<file path="config.mk">
export PLATFORM = sky130hd
export DESIGN_NAME = mpi_credit_endpoint
export DESIGN_NICKNAME = d
export VERILOG_FILES = /design/src/rtl/mpi_credit_endpoint.sv
export SDC_FILE = /design/constraint.sdc
export NUM_CORES = 1
export LEC_CHECK = 0
export CAP_MARGIN = 0
export CORE_ASPECT_RATIO = 1.5
export CORE_MARGIN = 1
export CORE_UTILIZATION = 35
export DETAILED_ROUTE_END_ITERATION = 8
export PLACE_DENSITY = 0.82
export SLEW_MARGIN = 10
export SYNTH_ARGS = -nofsm -noshare
export SYNTH_HDL_FRONTEND = slang
export SYNTH_SLANG_ARGS = --single-unit
</file>
<file path="constraint.sdc">
create_clock -name clk_i -period 11 [get_ports clk_i]
set_input_delay 1.1 -clock clk_i [delete_from_list [all_inputs] [get_ports clk_i]]
set_output_delay 1.1 -clock clk_i [all_outputs]
set_load 0.05 [all_outputs]
</file>
<file path="src/rtl/mpi_credit_endpoint.sv">
// Credit-based MPI endpoint: a sender that streams sequence-numbered words
// while it holds credits, and an independent receiver that returns credits.
module mpi_credit_endpoint #(
  parameter int unsigned CREDITS = 4
) (
  input  logic        clk_i,
  input  logic        rst_i,
  input  logic [31:0] rank_i,
  input  logic [31:0] dest_i,
  input  logic        tx_yummy_i,
  output logic        tx_valid_o,
  output logic [63:0] tx_data_o,
  output logic [7:0]  tx_credit_o,
  input  logic        rx_valid_i,
  input  logic [63:0] rx_data_i,
  output logic [63:0] rx_data_o,
  output logic        rx_yummy_o,
  output logic [31:0] rx_count_o
);

  localparam logic [7:0] CREDIT_MAX = 8'(CREDITS);

  logic [7:0]  credit;
  logic [7:0]  credit_next;
  logic [31:0] seq;
  logic        tx_valid;
  logic        rx_yummy;
  logic [63:0] rx_data;
  logic [31:0] rx_count;
  logic        unused_rank_bits;

  assign unused_rank_bits = ^{rank_i[31:16], dest_i[31:16]};

  // A send with a simultaneous return is a wash; returns beyond the cap are dropped.
  always_comb begin
    credit_next = credit;
    if (tx_valid && !tx_yummy_i) begin
      credit_next = credit - 8'd1;
    end else if (!tx_valid && tx_yummy_i && (credit != CREDIT_MAX)) begin
      credit_next = credit + 8'd1;
    end
  end

  always_ff @(posedge clk_i or posedge rst_i) begin
    if (rst_i) begin
      credit   <= CREDIT_MAX;
      tx_valid <= 1'b0;
      seq      <= 32'd0;
    end else begin
      credit   <= credit_next;
      tx_valid <= (credit_next != 8'd0);
      if (tx_valid) begin
        seq <= seq + 32'd1;
      end
    end
  end

  // The word is built from seq, so it only moves when a transfer advances seq.
  assign tx_data_o   = {rank_i[15:0], dest_i[15:0], seq};
  assign tx_valid_o  = tx_valid;
  assign tx_credit_o = credit;

  always_ff @(posedge clk_i or posedge rst_i) begin
    if (rst_i) begin
      rx_yummy <= 1'b0;
      rx_data  <= 64'd0;
      rx_count <= 32'd0;
    end else begin
      rx_yummy <= rx_valid_i;
      if (rx_valid_i) begin
        rx_data  <= rx_data_i;
        rx_count <= rx_count + 32'd1;
      end
    end
  end

  assign rx_yummy_o = rx_yummy;
  assign rx_data_o  = rx_data;
  assign rx_count_o = rx_count;

endmodule

</file>
==> impl_metrics.json <==
{
  "cts_root_buffer": "clkbuf_16",
  "ant_nets": 0,
  "drtPass1Iterations": 4,
  "diodes": 0,
  "grt_pass1_wl_um": 21900,
  "numPortBuffers": 205,
  "grt_pass1_vias": 4370,
  "endpoint_kind": "flop",
  "antenna_found_initial": 0,
  "cts_tree": "yes",
  "final_cell_mix": "clkdlybuf4s50_1 (204), dfrtp_1 (137), mux2_2 (59)",
  "worstSetupStartpoint": "rx_valid_i",
  "fin_setup_tns_ps": 0,
  "fp.coreArea_mm2": 0.0168,
  "wire_per_inst_um": 15.3,
  "ys_seq_area_share_pct": 57.3,
  "slew_violations": 0,
  "clock_path_buffers": 2,
  "cts_setup_buffers": 0,
  "critPathArrivalTime_ps": 3590,
  "holdWs_ps": 476,
  "synth_seq_cells": 138,
  "final_common_cell": "clkdlybuf4s50_1",
  "areaGrowthSynthToFinish_pct": 43.3,
  "relSlewSlack_pct": 35.9,
  "r2r_slack_ps": 8460,
  "cts_num_sinks": 138,
  "synth_area_mm2": 0.00603,
  "cap_violations": 0,
  "rsz0062_at_grt": "false",
  "ioPinCount": 302,
  "min_path_type": "flop to flop",
  "finalCriticalPeriod_ps": 3310,
  "ys_types": 41,
  "reg2reg_to": "tx_valid_o",
  "grtUsageTotal_pct": 16.0,
  "reg2reg_depth": 8,
  "pwr-share-comb_pct": 31.9,
  "grt_max_degree": 79,
  "required_ps": 11280,
  "path_class": "input port to flop",
  "die_y_um": 163,
  "syn_inst": 479,
  "power_density_mw_per_mm2": 207,
  "seqPwrFrac_pct": 37.0,
  "finalSetupViolCount": 0,
  "htree_levels": 4,
  "grt_overflow": 0,
  "die_w_um": 109,
  "tightest_slew_ps": 962,
  "endpoint": "rx_count_o[30]",
  "timing.rr.start": "tx_credit_o[0]",
  "status": "finished, final reports clean",
  "hold_viol": 0,
  "p_leak_uw": 0.00364,
  "ctsResizeCount": 0,
  "start_util_pct": 35.8,
  "finalWirelength_um": 13500,
  "hpwl_um": 9620,
  "rows": 58,
  "p_clk_share_pct": 31.1,
  "yosysWarnings": 0,
  "path_max_fanout": 71,
  "min_period_over_period_pct": 30.1,
  "clk_pin_slew_ps": 60,
  "place.gp.congestion": 0.798,
  "clk_latency_ps": 400,
  "drcViolationCount": 0,
  "vias_per_cell": 4.77,
  "swShare_pct": 37.1,
  "fin_nets": 795,
  "ctsHoldBuffers": 0,
  "syn_nets": 615,
  "drt-initial-drc-count": 126,
  "ir_drop_mv": 0.162,
  "cts-buffers-inserted": 17,
  "avgSynthCellArea_um2": 12.6,
  "vias": 4200,
  "power.switching_uw": 664,
  "startpoint_type": "input port",
  "fmax_mhz": 302,
  "dieArea_mm2": 0.0178,
  "internal_power_uw": 1120,
  "drive_gt1_share_pct": 15.4,
  "fin_skew_ps": 10.3
}
-- sequential cells by signal, indices dropped and copies added, names as in the netlist --
register	cells
rx_count_o	32
seq	32
rx_yummy_o	1
tx_valid_o	1
tx_credit_o	8
rx_data_o	64
-- cell families after synthesis --
group	after synthesis	share of synthesized area, %
xor+xnor	70	10.2
flops	138	57.3
compound gates	16	2.26
mux	67	12.5
buf+inv	56	5.54
fa+ha+maj	4	0.830
simple gates	128	11.4
-- per-stage QoR --
step	cells	total power [uW]	setup slack, ps	utilization (%)	instance area [um2]
2_1_floorplan	479	1070	6210	-	6030
3_3_place_gp	850	1230	7210	47.9	8060
3_5_place_dp	850	1240	7180	47.9	8060
4_1_cts	881	1810	7590	51.3	8640
5_1_grt	881	1880	7390	51.3	8640
6_report	881	1790	7690	51.3	8640
-- power by group through the flow --
stage | Sequential, uW | Clock, uW | Combinational, uW
after CTS | 661 | 575 | 577
final | 661 | 556 | 571
after global placement | 666 | 0 | 569
after detailed placement | 669 | 0 | 575
after floorplan | 879 | 0 | 192
after global routing | 674 | 596 | 608
-- how the worst min path moves through the flow --
stage / slack (ps) / endpoint / from / cells past startpoint
6_report: 480 / rx_count_o[31] / rx_count_o[31] / 1
5_1_grt: 500 / seq[31] / seq[31] / 1
4_1_cts: 480 / seq[31] / seq[31] / 1
3_5_place_dp: 470 / seq[31] / seq[31] / 1
3_3_place_gp: 460 / seq[31] / seq[31] / 1
2_1_floorplan: 730 / tx_credit_o[2] / tx_credit_o[2] / 2
-- layout make-up --
| type | count | area (um2) |
|---|---|---|
| clock buffers | 18 | 429 |
| clock inverters | 13 | 146 |
| fillers | 1466 | 8200 |
| inverters | 10 | 42.5 |
| multi-input cells | 285 | 2240 |
| flip-flops and latches | 138 | 3450 |
| well taps | 210 | 263 |
| repair buffers | 207 | 2060 |
-- metal layers --
layer	part of all wire, %	up-vias	GRT usage, %
met1	38	2072	17.7
met2	54	137	28.6
met3	5.9	21	4.44
met5	0	-	0
met4	1.5	0	5.71
li1	-	1970	-
-- worst max-delay path, cell delays in order --
cell	delay [ps]
buf_2	80
buf_4	710
nand4_1	370
nor3_2	420
nand4_1	270
nor2_1	350
nand3_1	140
xnor2_1	140
-- synth_stat cells --
| library cell | count | area, um2 |
|---|---|---|
| o41ai_4 | 1 | 27.5 |
| o21ba_2 | 1 | 10.0 |
| mux2_2 | 59 | 664 |
| nor3_2 | 2 | 20.0 |
| or4b_4 | 1 | 13.8 |
| and3_1 | 9 | 56.3 |
| nor2b_1 | 1 | 6.26 |
| or3b_1 | 1 | 8.76 |
| or4_1 | 1 | 7.51 |
| dfrtp_1 | 137 | 3430 |
| nand2_1 | 30 | 113 |
| nor3_1 | 3 | 15.0 |
| nor3b_1 | 1 | 7.51 |
| nand4_1 | 17 | 106 |
| o31ai_1 | 2 | 15.0 |
| a21oi_1 | 6 | 30.0 |
| nand3_1 | 24 | 120 |
| mux2_1 | 8 | 90.1 |
| inv_1 | 8 | 30.0 |
| xor2_1 | 25 | 219 |
| ha_1 | 4 | 50.1 |
| and2b_1 | 1 | 7.51 |
| xnor2_1 | 45 | 394 |
| o32ai_1 | 2 | 17.5 |
| clkbuf_1 | 10 | 37.5 |
| dfstp_2 | 1 | 26.3 |
| and4_1 | 7 | 61.3 |
| o31ai_2 | 1 | 12.5 |
| buf_4 | 32 | 240 |
| nor4_2 | 1 | 12.5 |
| a211oi_1 | 1 | 7.51 |
| nand2b_1 | 1 | 6.26 |
| o211ai_1 | 1 | 7.51 |
| and2_1 | 4 | 25.0 |
| nor4b_1 | 1 | 8.76 |
| buf_2 | 3 | 15.0 |
| nand4b_1 | 1 | 8.76 |
| a2bb2oi_1 | 1 | 8.76 |
| buf_1 | 1 | 3.75 |
| nor2_1 | 22 | 82.6 |
| inv_2 | 2 | 7.51 |
Power figures use the tool's default switching activity.
==> patch (same flow settings) <==
Reset style: synchronous (`rst_i`), changed in 2 clocked blocks.
--- a/src/rtl/mpi_credit_endpoint.sv
+++ b/src/rtl/mpi_credit_endpoint.sv
@@ -41,7 +41,7 @@
     end
   end
 
-  always_ff @(posedge clk_i or posedge rst_i) begin
+  always_ff @(posedge clk_i) begin
     if (rst_i) begin
       credit   <= CREDIT_MAX;
       tx_valid <= 1'b0;
@@ -60,7 +60,7 @@
   assign tx_valid_o  = tx_valid;
   assign tx_credit_o = credit;
 
-  always_ff @(posedge clk_i or posedge rst_i) begin
+  always_ff @(posedge clk_i) begin
     if (rst_i) begin
       rx_yummy <= 1'b0;
       rx_data  <= 64'd0;
Formal check against the unedited RTL: differs if rst_i is asserted again (counterexample within 4 cycles, from zero or initial values and one cycle with rst_i high); with rst_i held inactive, the same outputs for 10 cycles.
==> patch against the original RTL <==
  * Sequential cell count unchanged
  * Wire length is 9.1% higher
  * Worst setup slack improved by 0.23 ns
  * Design area fell by 2.6%
  * Non-clock buffer count is the same
  * Clock skew down 0.0045 ns
  * Synthesized area fell by 2.3%
Power is not compared: it rests on default switching activity, and its combinational part moved more than twofold at a synthesized area within 25%.
==> patch: results (changes against the original RTL) <==
[outcome]
outcome=finished clean

[route]
drt-vias-per-instance=4.868  ; +2.1%
dr_wl_met2_um=7901  ; +7.6%
drt-wirelength-per-cell_um=14.37  ; -6.2%
met1_length_um=5699  ; +11%
wl_met3_um=620  ; -22%
drt_iter0_drc=264  ; +110%

[synth]
ys_types=43  ; +4.9%
synth_compound_area_frac=0.03588  ; +0.01326
syn_nets=779  ; +27%
synthMuxAreaShare=0.1157  ; -0.009418
synthTopCellsByCount=dfxtp_1 (138), nor2_1 (135), mux2i_1 (67), xor2_1 (36), nand2_1 (35)
synth_xor_area_frac=0.08917  ; -0.01251
synthAdderAreaFrac=0.008493  ; +0.0001921
synth_ff_type=dfxtp_1
yosys_warnings=0  ; unchanged
synth_area_leaders=dfxtp_1 (47%), mux2i_1 (11%), nor2_1 (8.6%)
async_reset_ff_frac=0  ; -1.000
yosysSeqAreaShare=0.4688  ; -0.1042

[sta]
hold_slack_ns=0.4916  ; +0.01574 ns
fin_worst_skew_ns=0.005784  ; -0.004507 ns
worst_slew_pin_slew_ns=1.035  ; +0.07320 ns

[layout]
nFlopsAndLatches=138  ; unchanged
fillers=1515  ; +3.3%
nonClkBufAreaFrac=0.2451  ; +0.006390
multi_input_cells=434  ; +52%
multi_input_area_share=0.3242  ; +0.06480
clock_buffers=19  ; +1
clkCellAreaFrac=0.06811  ; +0.001486
nonClockInverterCount=8  ; -2
post_route_cells_drive_above_1_share=0.05495  ; -0.09856
seq_area_frac=0.3284  ; -0.07154

[pwr]
p_int_w=0.0009324
irDropWorstVdd_uv=127.9

[setup_path]
timing.rr.end=seq[31]
cp-endpoint=tx_valid_o
max_stage_delay_ns=0.91  ; +0.20 ns
start_kind=flop
ff2ff_path_depth=6  ; -2
r2r-start=tx_valid_o
arrival_ns=1.98  ; -1.61 ns
reg2reg_slack_ns=8.62  ; +0.16 ns
cp_max_fo=14  ; -80%
critical-path-top-delay-family=buffers and inverters

[grt]
use_met3=0.03815  ; -0.006268
grt_pass1_wl_um=23470  ; +7.0%
grt_pass1_vias=4815  ; +10%
grtUsageMet1=0.1807  ; +0.003894
grt_max_degree=76  ; -3.8%

[placed_design]
dp_hpwl_um=10540  ; +9.5%
gp_congestion=0.7847  ; -1.7%

[min_path]
hp-start=rx_data_o[6]
whs_path_depth=2  ; +1
holdPathEnd=rx_data_o[6]

## patch: cell types whose count changed after synthesis, sizes merged, moves of 8 or more
cell | before | now
buf | 36 | 45
clkbuf | 10 | 18
dfrtp | 137 | 0
dfxtp | 0 | 138
mux2 | 67 | 1
mux2i | 0 | 67
nor2 | 22 | 135
nor3 | 5 | 14
o21ai | 0 | 14
or3 | 0 | 12
xnor2 | 45 | 24
xor2 | 25 | 36
## patch: per-stage QoR
stage	area, um^2	util	power [W]	setup slack [ns]	cells
2_1_floorplan	5893	-	0.0007153	8.588	643
3_3_place_gp	7840	0.4800	0.0007611	7.857	993
3_5_place_dp	7840	0.4800	0.0007630	7.874	993
4_1_cts	8413	0.5151	0.001319	7.917	1025
5_1_grt	8413	0.5151	0.001355	7.853	1025
6_report	8413	0.5151	0.001304	7.921	1025
